===== src/rtl/mux81_rr_arb_pkg.sv =====
// Shared definitions for the 8:1 mux round-robin arbiter: FSM encodings and sizes.
package mux81_rr_arb_pkg;

  localparam int N_REQ = 8;
  localparam int SEL_W = 3;

  typedef enum logic [1:0] {
    ST_IDLE  = 2'd0,
    ST_GRANT = 2'd1,
    ST_GAP   = 2'd2
  } state_t;

endpackage


===== src/rtl/mux81_rr_arb_rr_pick8.sv =====
// Combinational round-robin picker.
// The request vector is rotated so that ptr lands on bit 0. The lowest set bit
// is then found, and ptr is added back to give the winner's absolute index.
module rr_pick8
  import mux81_rr_arb_pkg::*;
(
  input  logic [N_REQ-1:0] req,
  input  logic [SEL_W-1:0] ptr,
  output logic             valid,
  output logic [SEL_W-1:0] idx
);

  logic [2*N_REQ-1:0] dbl;
  logic [N_REQ-1:0]   rot;
  logic [SEL_W-1:0]   off;

  // rotate right by ptr, priority-encode lowest set bit, undo the rotation
  always_comb begin
    dbl = {req, req};
    rot = dbl[ptr +: N_REQ];
    off = '0;
    for (int i = N_REQ - 1; i >= 0; i--) begin
      if (rot[i]) off = SEL_W'(i);
    end
    idx   = off + ptr;
    valid = |req;
  end

endmodule


===== src/rtl/mux81_rr_arb.sv =====
// Round-robin arbiter in front of an 8:1 mux. One tenure runs at a time, and
// each tenure is limited by HOLD_MAX. A single dead GAP cycle follows every
// release, so a request that rises on the release edge is only seen when the
// GAP ends.
module mux81_rr_arb
  import mux81_rr_arb_pkg::*;
#(
  parameter int HOLD_MAX = 16,
  parameter int CNT_W    = 8
) (
  input  logic             Clk,
  input  logic             Rst_n,
  input  logic [N_REQ-1:0] Req,
  output logic [N_REQ-1:0] Grant,
  output logic [SEL_W-1:0] Sel,
  output logic             CSn,
  output logic             Busy
);

  state_t           state, state_n;
  logic [SEL_W-1:0] ptr, ptr_n;
  logic [SEL_W-1:0] sel_n;
  logic [N_REQ-1:0] grant_n;
  logic [CNT_W-1:0] cnt, cnt_n;
  logic             pick_vld;
  logic [SEL_W-1:0] pick_idx;

  rr_pick8 u_pick (
    .req   (Req),
    .ptr   (ptr),
    .valid (pick_vld),
    .idx   (pick_idx)
  );

  // state and registered outputs; the async clear forces CSn high at once
  always_ff @(posedge Clk or negedge Rst_n) begin
    if (!Rst_n) begin
      state <= ST_IDLE;
      ptr   <= '0;
      Sel   <= '0;
      Grant <= '0;
      cnt   <= '0;
    end else begin
      state <= state_n;
      ptr   <= ptr_n;
      Sel   <= sel_n;
      Grant <= grant_n;
      cnt   <= cnt_n;
    end
  end

  // next-state logic: arbitrate from IDLE or GAP, release on a dropped request or on timeout
  always_comb begin
    state_n = state;
    ptr_n   = ptr;
    sel_n   = Sel;
    grant_n = Grant;
    cnt_n   = cnt;
    unique case (state)
      ST_GRANT: begin
        if (!Req[Sel] || cnt == CNT_W'(HOLD_MAX)) begin
          // The pointer moves past the grantee, so a requester that timed out
          // and still requests now has the lowest priority.
          grant_n = '0;
          ptr_n   = Sel + SEL_W'(1);
          state_n = ST_GAP;
        end else begin
          cnt_n = cnt + CNT_W'(1);
        end
      end
      default: begin
        if (pick_vld) begin
          sel_n   = pick_idx;
          grant_n = N_REQ'(1) << pick_idx;
          cnt_n   = CNT_W'(1);
          state_n = ST_GRANT;
        end else begin
          grant_n = '0;
          state_n = ST_IDLE;
        end
      end
    endcase
  end

  assign CSn  = ~(|Grant);
  assign Busy = (state != ST_IDLE);

endmodule


===== config.mk =====
export PLATFORM = sky130hd
export DESIGN_NAME = mux81_rr_arb
export DESIGN_NICKNAME = d
export VERILOG_FILES = /design/src/rtl/mux81_rr_arb_pkg.sv /design/src/rtl/mux81_rr_arb_rr_pick8.sv /design/src/rtl/mux81_rr_arb.sv
export SDC_FILE = /design/constraint.sdc
export NUM_CORES = 1
export LEC_CHECK = 0
export CAP_MARGIN = 20
export CORE_MARGIN = 3
export CORE_UTILIZATION = 45
export CTS_CLUSTER_SIZE = 30
export DETAILED_ROUTE_END_ITERATION = 10
export HOLD_SLACK_MARGIN = 0.15
export PLACE_DENSITY_LB_ADDON = 0.15
export SLEW_MARGIN = 15
export SYNTH_ARGS = -nofsm -noshare
export SYNTH_HDL_FRONTEND = slang
export SYNTH_SLANG_ARGS = --single-unit
export TNS_END_PERCENT = 50

===== constraint.sdc =====
create_clock -name Clk -period 9 [get_ports Clk]
set_clock_uncertainty 0.2 [all_clocks]
set_input_delay 0.9 -clock Clk [delete_from_list [all_inputs] [get_ports Clk]]
set_output_delay 0.9 -clock Clk [all_outputs]
set_load 0.02 [all_outputs]

# == Word-level counts from Yosys, hierarchy flattened ==
# Cells that the tools add are included.
# word_totals
output_inout_bits,13
ff_bits,24
elab_cells,45
# classes
add_sub_neg,3
bitwise,2
shift,2
mux,19
magnitude_cmp,1
n_eq_ne,4
reduce_logical,9
# op_table
operator,n
8-bit 2-to-1 mux,6
3-bit 2-to-1 mux,8
8-bit OR reduction,2
16-bit by 4-bit indexed part select with 8-bit output,1
8-bit by 1-bit adder with 8-bit output (second input constant),1
8-bit by 5-bit equality test with 1-bit output (second input constant),1
1-bit by 3-bit left shift with 8-bit output (first input constant),1
2-bit AND reduction,3
3-bit by 4-bit < comparator with 1-bit output (second input constant),1
2-bit 2-to-1 mux,2
2-bit != test (second input constant),2
2-bit nonzero test,2
3-bit by 1-bit adder with 3-bit output (second input constant),1
3-bit adder,1
1-bit binary-select mux with 3-bit select,1
2-bit by 1-bit equality test with 1-bit output (second input constant),1
1-bit 2-to-1 mux,2
1-bit inverter,2
1-bit logical NOT,1
1-bit logical OR,1

# == Logic depth before layout (Yosys ltp) ==
# Gate-level depths: netlist (run 1).
# logic_depth
word_depth,13
depth_mapped,13
mapped_depth_nobuf,12

# == Hierarchy ==
# From an unflattened synthesis (run 1), not the netlist that was laid out.
# hier_totals
hier_cells,167
area_unflattened_um2,1806.7
# by_module_without_submodules
module,n_inst,area_per_inst_um2,cells_each
mux81_rr_arb,1,1287.5,117
rr_pick8,1,519.2,50

# == Worst setup path after synthesis (run 1) ==
# OpenSTA, ideal clock, no wires.
# synth_timing
kind,input-to-reg
from,input Req[5]
to,register Grant[3]
arrival_time_ns,3.122
cell_stages,12
setup_slack_ns,5.611
required_ns,8.733
setup_ns,0.067
cell_sequence,clkbuf_1 > mux4_2 > a211oi_1 > a21oi_1 > a21oi_1 > o32ai_1 > ha_1 > inv_1 > fa_1 > xor2_1 > xor2_1 > a32o_1
# synth_via
elab_chain_cells,13
# synth_lines
item,line_no,text
from (decl),mux81_rr_arb.sv:13,"input logic [N_REQ-1:0] Req,"
16-bit by 4-bit indexed part select with 8-bit output,mux81_rr_arb_rr_pick8.sv:20,rot = dbl[ptr +: N_REQ];
3-bit 2-to-1 mux (8 in a row),mux81_rr_arb_rr_pick8.sv:23,if (rot[i]) off = SEL_W'(i);
3-bit adder,mux81_rr_arb_rr_pick8.sv:25,idx = off + ptr;
1-bit by 3-bit left shift with 8-bit output,mux81_rr_arb.sv:74,grant_n = N_REQ'(1) << pick_idx;
8-bit 2-to-1 mux,mux81_rr_arb.sv:72,if (pick_vld) begin
8-bit 2-to-1 mux,mux81_rr_arb.sv:59,unique case (state)
to (signal assigned),mux81_rr_arb.sv:47,Grant <= grant_n;
to (decl),mux81_rr_arb.sv:14,"output logic [N_REQ-1:0] Grant,"
# Parallel ways exist; a longest one is shown, timed or not. The select of a mux whose other input is x is not followed.
# A chain may end at the register's enable or synchronous reset.

# == Worst setup path in the final report (run 1) ==
# layout_timing
from,input Req[6]
to,register Grant[3]
# The elaborated chain is that of the path after synthesis.

==> impl_metrics.py, run 1 <==
metrics = {
    "min_path": {
        "hp-start": "cnt[7]",
        "min_to": "cnt[7]",
        "worstHoldPathCells": 1,
        "min_path_type": "flop to flop",
    },
    "route": {
        "route.detailed.drc": 0,
        "avgViaCountPerCell": 5.963,
        "first_iter_violations": 92,
        "wirelength_mm": 3.758,
        "firstDrtPassIters": 4,
        "via_count": 1437,
        "routedWlPerCell_um": 15.59,
        "antenna_left": 0,
    },
    "power_and_ir_drop": {
        "p_total_w": 0.0006527,
        "leakagePower_nw": 0.7619,
        "ir_drop_v": 0.0001549,
        "powerDensity_nw_per_um2": 338.1,
    },
    "synth": {
        "async_reset_ff_frac": 1.000,
        "synth_top_family_by_area": "compound AO/OA/AOI/OAI gates",
        "synth_edf_count": 0,
        "synth_simple_gate_area_frac": 0.2237,
        "syn_avg_cell_area_um2": 9.272,
        "synthCells": 178,
        "syn_nets": 193,
        "synthAdderAreaFrac": 0.04246,
        "synth_seq_cells": 24,
        "muxShareOfSynthArea": 0.07354,
        "synth-compound-area-share": 0.2237,
        "ys.flop_type": "dfrtp_1",
        "netlist_area_um2": 1650,
        "yosys.area_share.xor_xnor": 0.02123,
        "synth-seq-area-share": 0.3639,
        "ys_types": 50,
        "yosys_warnings": 0,
    },
    "sta": {
        "slew_headroom": 0.4287,
        "fin_setup_tns_ps": 0,
        "fin_crit_ps": 3961,
        "slew_violations": 0,
        "fin_ws_ps": 5039,
        "fin_crit_sh": 0.4401,
        "rsz0062_at_grt": "false",
        "setup_viol": 0,
        "whs_ps": 294.7,
        "hold_violations": 0,
        "worst_pin_slew_ps": 857.0,
        "max_freq_mhz": 252.5,
    },
    "cts": {
        "clk_path_buf_depth": 2,
        "clkTransAtPathRegs_ps": 80,
        "cts_resized": 0,
        "post_cts_buffers": 0,
        "cts-root-buf": "clkbuf_8",
        "cts-htree-levels": 1,
        "cts_hold_buf": 0,
        "cts.sinks": 24,
        "cts_tree": "done",
        "insertion_delay_ps": 260,
        "numCtsBuffers": 3,
    },
    "grt": {
        "met1_usage": 0.2641,
        "grt_pass1_wl_mm": 6.430,
        "grt_max_degree": 27,
        "track_usage": 0.1893,
        "busiest_layer": "met2",
        "antenna_found_initial": 0,
        "use_met3": 0.03035,
        "overflow": 0,
        "use_met2": 0.3032,
        "grt_pass1_vias": 1381,
    },
    "job": {
        "drv_cap": 0,
    },
    "die": {
        "die_w_um": 66.56,
        "core-area_um2": 3442,
        "die_area_um2": 4430,
        "io_pins": 23,
        "die_h_um": 66.56,
        "initial_core_util": 0.4795,
        "rows": 21,
    },
    "layout": {
        "diodes": 0,
        "drive_gt1_frac": 0.08718,
        "final_util": 0.5609,
        "nets": 211,
        "area_growth_pct": 16.98,
        "final_cell_mix": "24 x dfrtp_1, 21 x clkdlybuf4s50_1, 14 x nand2_1",
        "final_common_cell": "dfrtp_1",
    },
    "critical_path": {
        "max_stage_delay_ps": 600,
        "crit_fanout": 10,
        "worstPathArrival_ps": 3960,
        "reg2reg_setup_slack_ps": 5310,
        "crit_family": "compound AO/OA/AOI/OAI gates",
        "cp-start-kind": "input port",
        "cp.depth": 12,
        "slowest_stage": "clkdlybuf4s50_1",
        "cp_data_required_time_ps": 9000,
        "r2r_end": "Grant[3]",
        "crit_type": "input port to flop",
        "cp_num_buf_inv": 2,
        "r2r_cells": 11,
        "path_cells": "clkdlybuf4s50_1 > mux4_2 > a211oi_1 > a21oi_1 > a21oi_1 > o32ai_1 > ha_1 > inv_1 > fa_1 > xor2_1 > xor2_1 > a32o_1",
        "cp-end-kind": "flop",
        "r2r_start": "ptr[0]",
    },
    "placed_design": {
        "place_congestion": 0.8237,
        "post-place-ws_ps": 4734,
        "dpl.hpwl_mm": 2.815,
        "numPortBuffers": 22,
    },
    "outcome": {
        "status": "completed",
    },
}
==> Yosys cell counts (2+ instances only) <==
cell	n	area, um^2
buf_2	2	10.01
buf_6	2	22.52
o21ai_0	10	50.05
a21o_1	2	15.01
mux4_2	4	90.09
o32ai_1	3	26.28
nor2_1	11	41.29
nand4_1	2	12.51
clkbuf_1	6	22.52
a211oi_1	2	15.01
nand2_1	14	52.55
dfrtp_1	24	600.6
a21oi_1	10	50.05
o22ai_1	2	12.51
nor2b_1	8	50.05
a32o_1	2	20.02
o211ai_1	3	22.52
a22o_1	2	17.52
nor3_1	5	25.02
or4_1	3	22.52
nand3_1	8	40.04
inv_1	8	30.03
xnor2_1	2	17.52
o31ai_1	4	30.03
a32oi_1	2	17.52
mux2i_1	2	20.02
a211o_1	3	26.28
xor2_1	2	17.52
ha_1	4	50.05
nand2b_1	6	37.54
==> worst max-delay path by stage <==
stage	startpoint	end	slack, ps
after detailed placement	Req[6]	Grant[4]	4730
after CTS	Req[6]	Grant[3]	5030
final	Req[6]	Grant[3]	5040
after global routing	Req[6]	Grant[4]	4810
after global placement	Req[6]	Grant[2]	4910
after floorplan	Req[5]	Grant[3]	5610
==> layout make-up <==
type / count / area, um^2
fill: 320 / 1511
timing repair buffer: 23 / 222.7
tap: 46 / 57.56
clock buffer: 4 / 55.05
sequential: 24 / 600.6
inverter: 8 / 30.03
multi-input combinational: 136 / 964.7
==> worst reg2reg max path, stage by stage, from the launching register on <==
cell and delay (ps):
dfrtp_1 910, mux4_2 610, a211oi_1 290, a21oi_1 120, a21oi_1 130, o32ai_1 100
ha_1 200, inv_1 60, fa_1 170, xor2_1 250, xor2_1 350, a32o_1 230
==> through the flow <==
step / instance area [um^2] / cells
after global placement: 1881 / 237
after global routing: 1931 / 241
after CTS: 1936 / 241
final: 1931 / 241
after floorplan: 1650 / 178
after detailed placement: 1881 / 237
==> where the power goes <==
part           internal (W)  switching (W)
clock             0.0000390      0.0000332
sequential         0.000142      0.0000628
combinational      0.000170       0.000205
==> state kept, by name, indices dropped and copies added (netlist names) <==
name   flops
state      2
ptr        3
cnt        8
Sel        3
Grant      8
==> routing by layer <==
| layer | wire (um) | vias up |
|---|---|---|
| met1 | 1755 | 706 |
| li1 | - | 699 |
| met4 | 25 | 0 |
| met5 | 0 | - |
| met2 | 1831 | 30 |
| met3 | 145 | 2 |
==> cells by family after synthesis <==
family                     after synthesis
AOI/OAI and AO/OA                       52
xor gates and xnor gates                 4
adders and majority gates                5
buffers and inverters                   18
DFF                                     24
muxes                                    7
and+or+nand+nor                         68
Note: power is estimated with default switching activity, not from simulation.
==> run 2: changes to the inputs <==
- clock period: 9 -> 3.2 ns (I/O delays scaled with it)
==> impl_metrics.py, run 2 (same netlist as run 1, synthesis figures left out) <==
metrics = {
    "critical_path": {
        "crit_type": "flop to flop",
        "reg2reg_setup_slack_ps": 160,
        "crit_fanout": 5,
        "cp-end-kind": "flop",
        "cp_data_required_time_ps": 3150,
        "worstPathArrival_ps": 2990,
        "cp-start-kind": "flop",
    },
    "cts": {
        "cts_tree": "done",
        "cts_hold_buf": 0,
        "numCtsBuffers": 3,
        "clkTransAtPathRegs_ps": 80,
        "cts-htree-levels": 1,
        "clk_path_buf_depth": 2,
        "cts-root-buf": "clkbuf_8",
        "cts.sinks": 24,
        "insertion_delay_ps": 260,
    },
    "route": {
        "avgViaCountPerCell": 5.793,
        "antenna_left": 0,
        "route.detailed.drc": 0,
        "wirelength_mm": 4.087,
        "via_count": 1512,
        "firstDrtPassIters": 4,
        "routedWlPerCell_um": 15.66,
        "first_iter_violations": 102,
    },
    "layout": {
        "drive_gt1_frac": 0.2093,
        "stdcell_count": 261,
        "final_cell_mix": "23 x dfrtp_1, 22 x buf_4, 18 x clkdlybuf4s50_1",
        "area_growth_pct": 29.72,
        "final_area_um2": 2141,
        "largestRegisters": "Grant: 8 flops, cnt: 8 flops",
        "nets": 232,
        "diodes": 0,
        "final_common_cell": "dfrtp_1",
    },
    "min_path": {
        "min_path_type": "input port to async pin",
    },
    "sta": {
        "whs_ps": 217.6,
        "hold_violations": 0,
        "fin_ws_ps": 163.9,
        "worst_pin_slew_ps": 831.8,
        "fin_crit_sh": 0.9488,
        "slew_violations": 0,
        "setup_viol": 0,
        "max_freq_mhz": 329.4,
        "fin_crit_ps": 3036,
        "slew_headroom": 0.4424,
        "fin_setup_tns_ps": 0,
    },
    "grt": {
        "grt_pass1_vias": 1484,
        "busiest_layer": "met2",
        "met1_usage": 0.2845,
        "grt_max_degree": 25,
        "track_usage": 0.2047,
        "antenna_found_initial": 0,
        "grt_pass1_wl_mm": 6.989,
        "overflow": 0,
        "use_met2": 0.3267,
        "use_met3": 0.04384,
    },
    "die": {
        "core-area_um2": 3442,
        "die_w_um": 66.56,
        "rows": 21,
        "die_area_um2": 4430,
        "die_h_um": 66.56,
        "initial_core_util": 0.4795,
        "io_pins": 23,
    },
    "power_and_ir_drop": {
        "leakagePower_nw": 0.9042,
        "ir_drop_v": 0.0005843,
        "powerDensity_nw_per_um2": 944.2,
    },
    "placed_design": {
        "dpl-instance-area_um2": 2023,
        "numPortBuffers": 22,
        "place_congestion": 0.9076,
        "dpl.hpwl_mm": 3.155,
        "post-place-ws_ps": -259.8,
        "dp_cells": 256,
    },
    "outcome": {
        "status": "completed",
    },
    "job": {
        "drv_cap": 0,
    },
}
## run 2: cell types whose count changed in the layout (fill, tap and decap cells not counted), sizes merged
cell	previous run	this run
dlymetal6s2s	0	4
buf	2	22
clkbuf	4	3
clkdlybuf4s50	21	18
## run 2: final cells by class
class	count	area, um^2
Inverter	8	30.03
Sequential cell	24	601.8
Multi-Input combinational cell	136	1015
Fill cell	317	1301
Tap cell	46	57.56
Clock buffer	3	41.29
Timing Repair Buffer	44	395.4
## run 2: worst paths after layout
check,start,endpoint,depth (start not counted)
min in group Clk,cnt[7],cnt[7],1
max in group asynchronous,Rst_n,ptr[0],2
worst min-delay path,Rst_n,ptr[2],2
worst max register to register,ptr[0],Grant[3],12
worst max-delay path,ptr[0],Grant[3],12
worst min register to register,cnt[7],cnt[7],1
## run 2: per-layer routing
metal,share of wire,vias up
met5,0,-
met4,0.0051,0
met3,0.050,2
met2,0.49,39
met1,0.46,734
li1,-,737
## run 2: worst max-delay path, cell delays in order, from the launching register on
cell	delay (ps)
dfrtp_2	430
buf_4	130
mux4_2	490
a211oi_2	190
a21oi_1	100
a21oi_1	130
o32ai_1	100
ha_1	200
inv_1	60
fa_1	200
xor2_2	270
xor2_2	150
a32o_1	260
## run 2: stage by stage
stage	total power, W	utilization
finish	0.002021	0.6220
global route	0.002195	0.6220
CTS	0.001942	0.6016
detailed placement	0.001759	0.5878
global placement	0.001714	0.5878
floorplan	0.001346	-
## run 2: power by group
group | internal [W] | switching, W | total [W]
sequential | 0.000402 | 0.000131 | 0.000533
clock | 0.0000839 | 0.0000882 | 0.000172
combinational | 0.000611 | 0.000705 | 0.00132
total | 0.00110 | 0.000924 | 0.00202
## run 2: what timing repair did
| item | in CTS | in global routing |
|---|---|---|
| resized for setup | 2 | 12 |
| setup endpoints to repair | 3 | 11 |
| cloned | 0 | 0 |
| setup buffers | 0 | 2 |
| pin swaps | 1 | 1 |
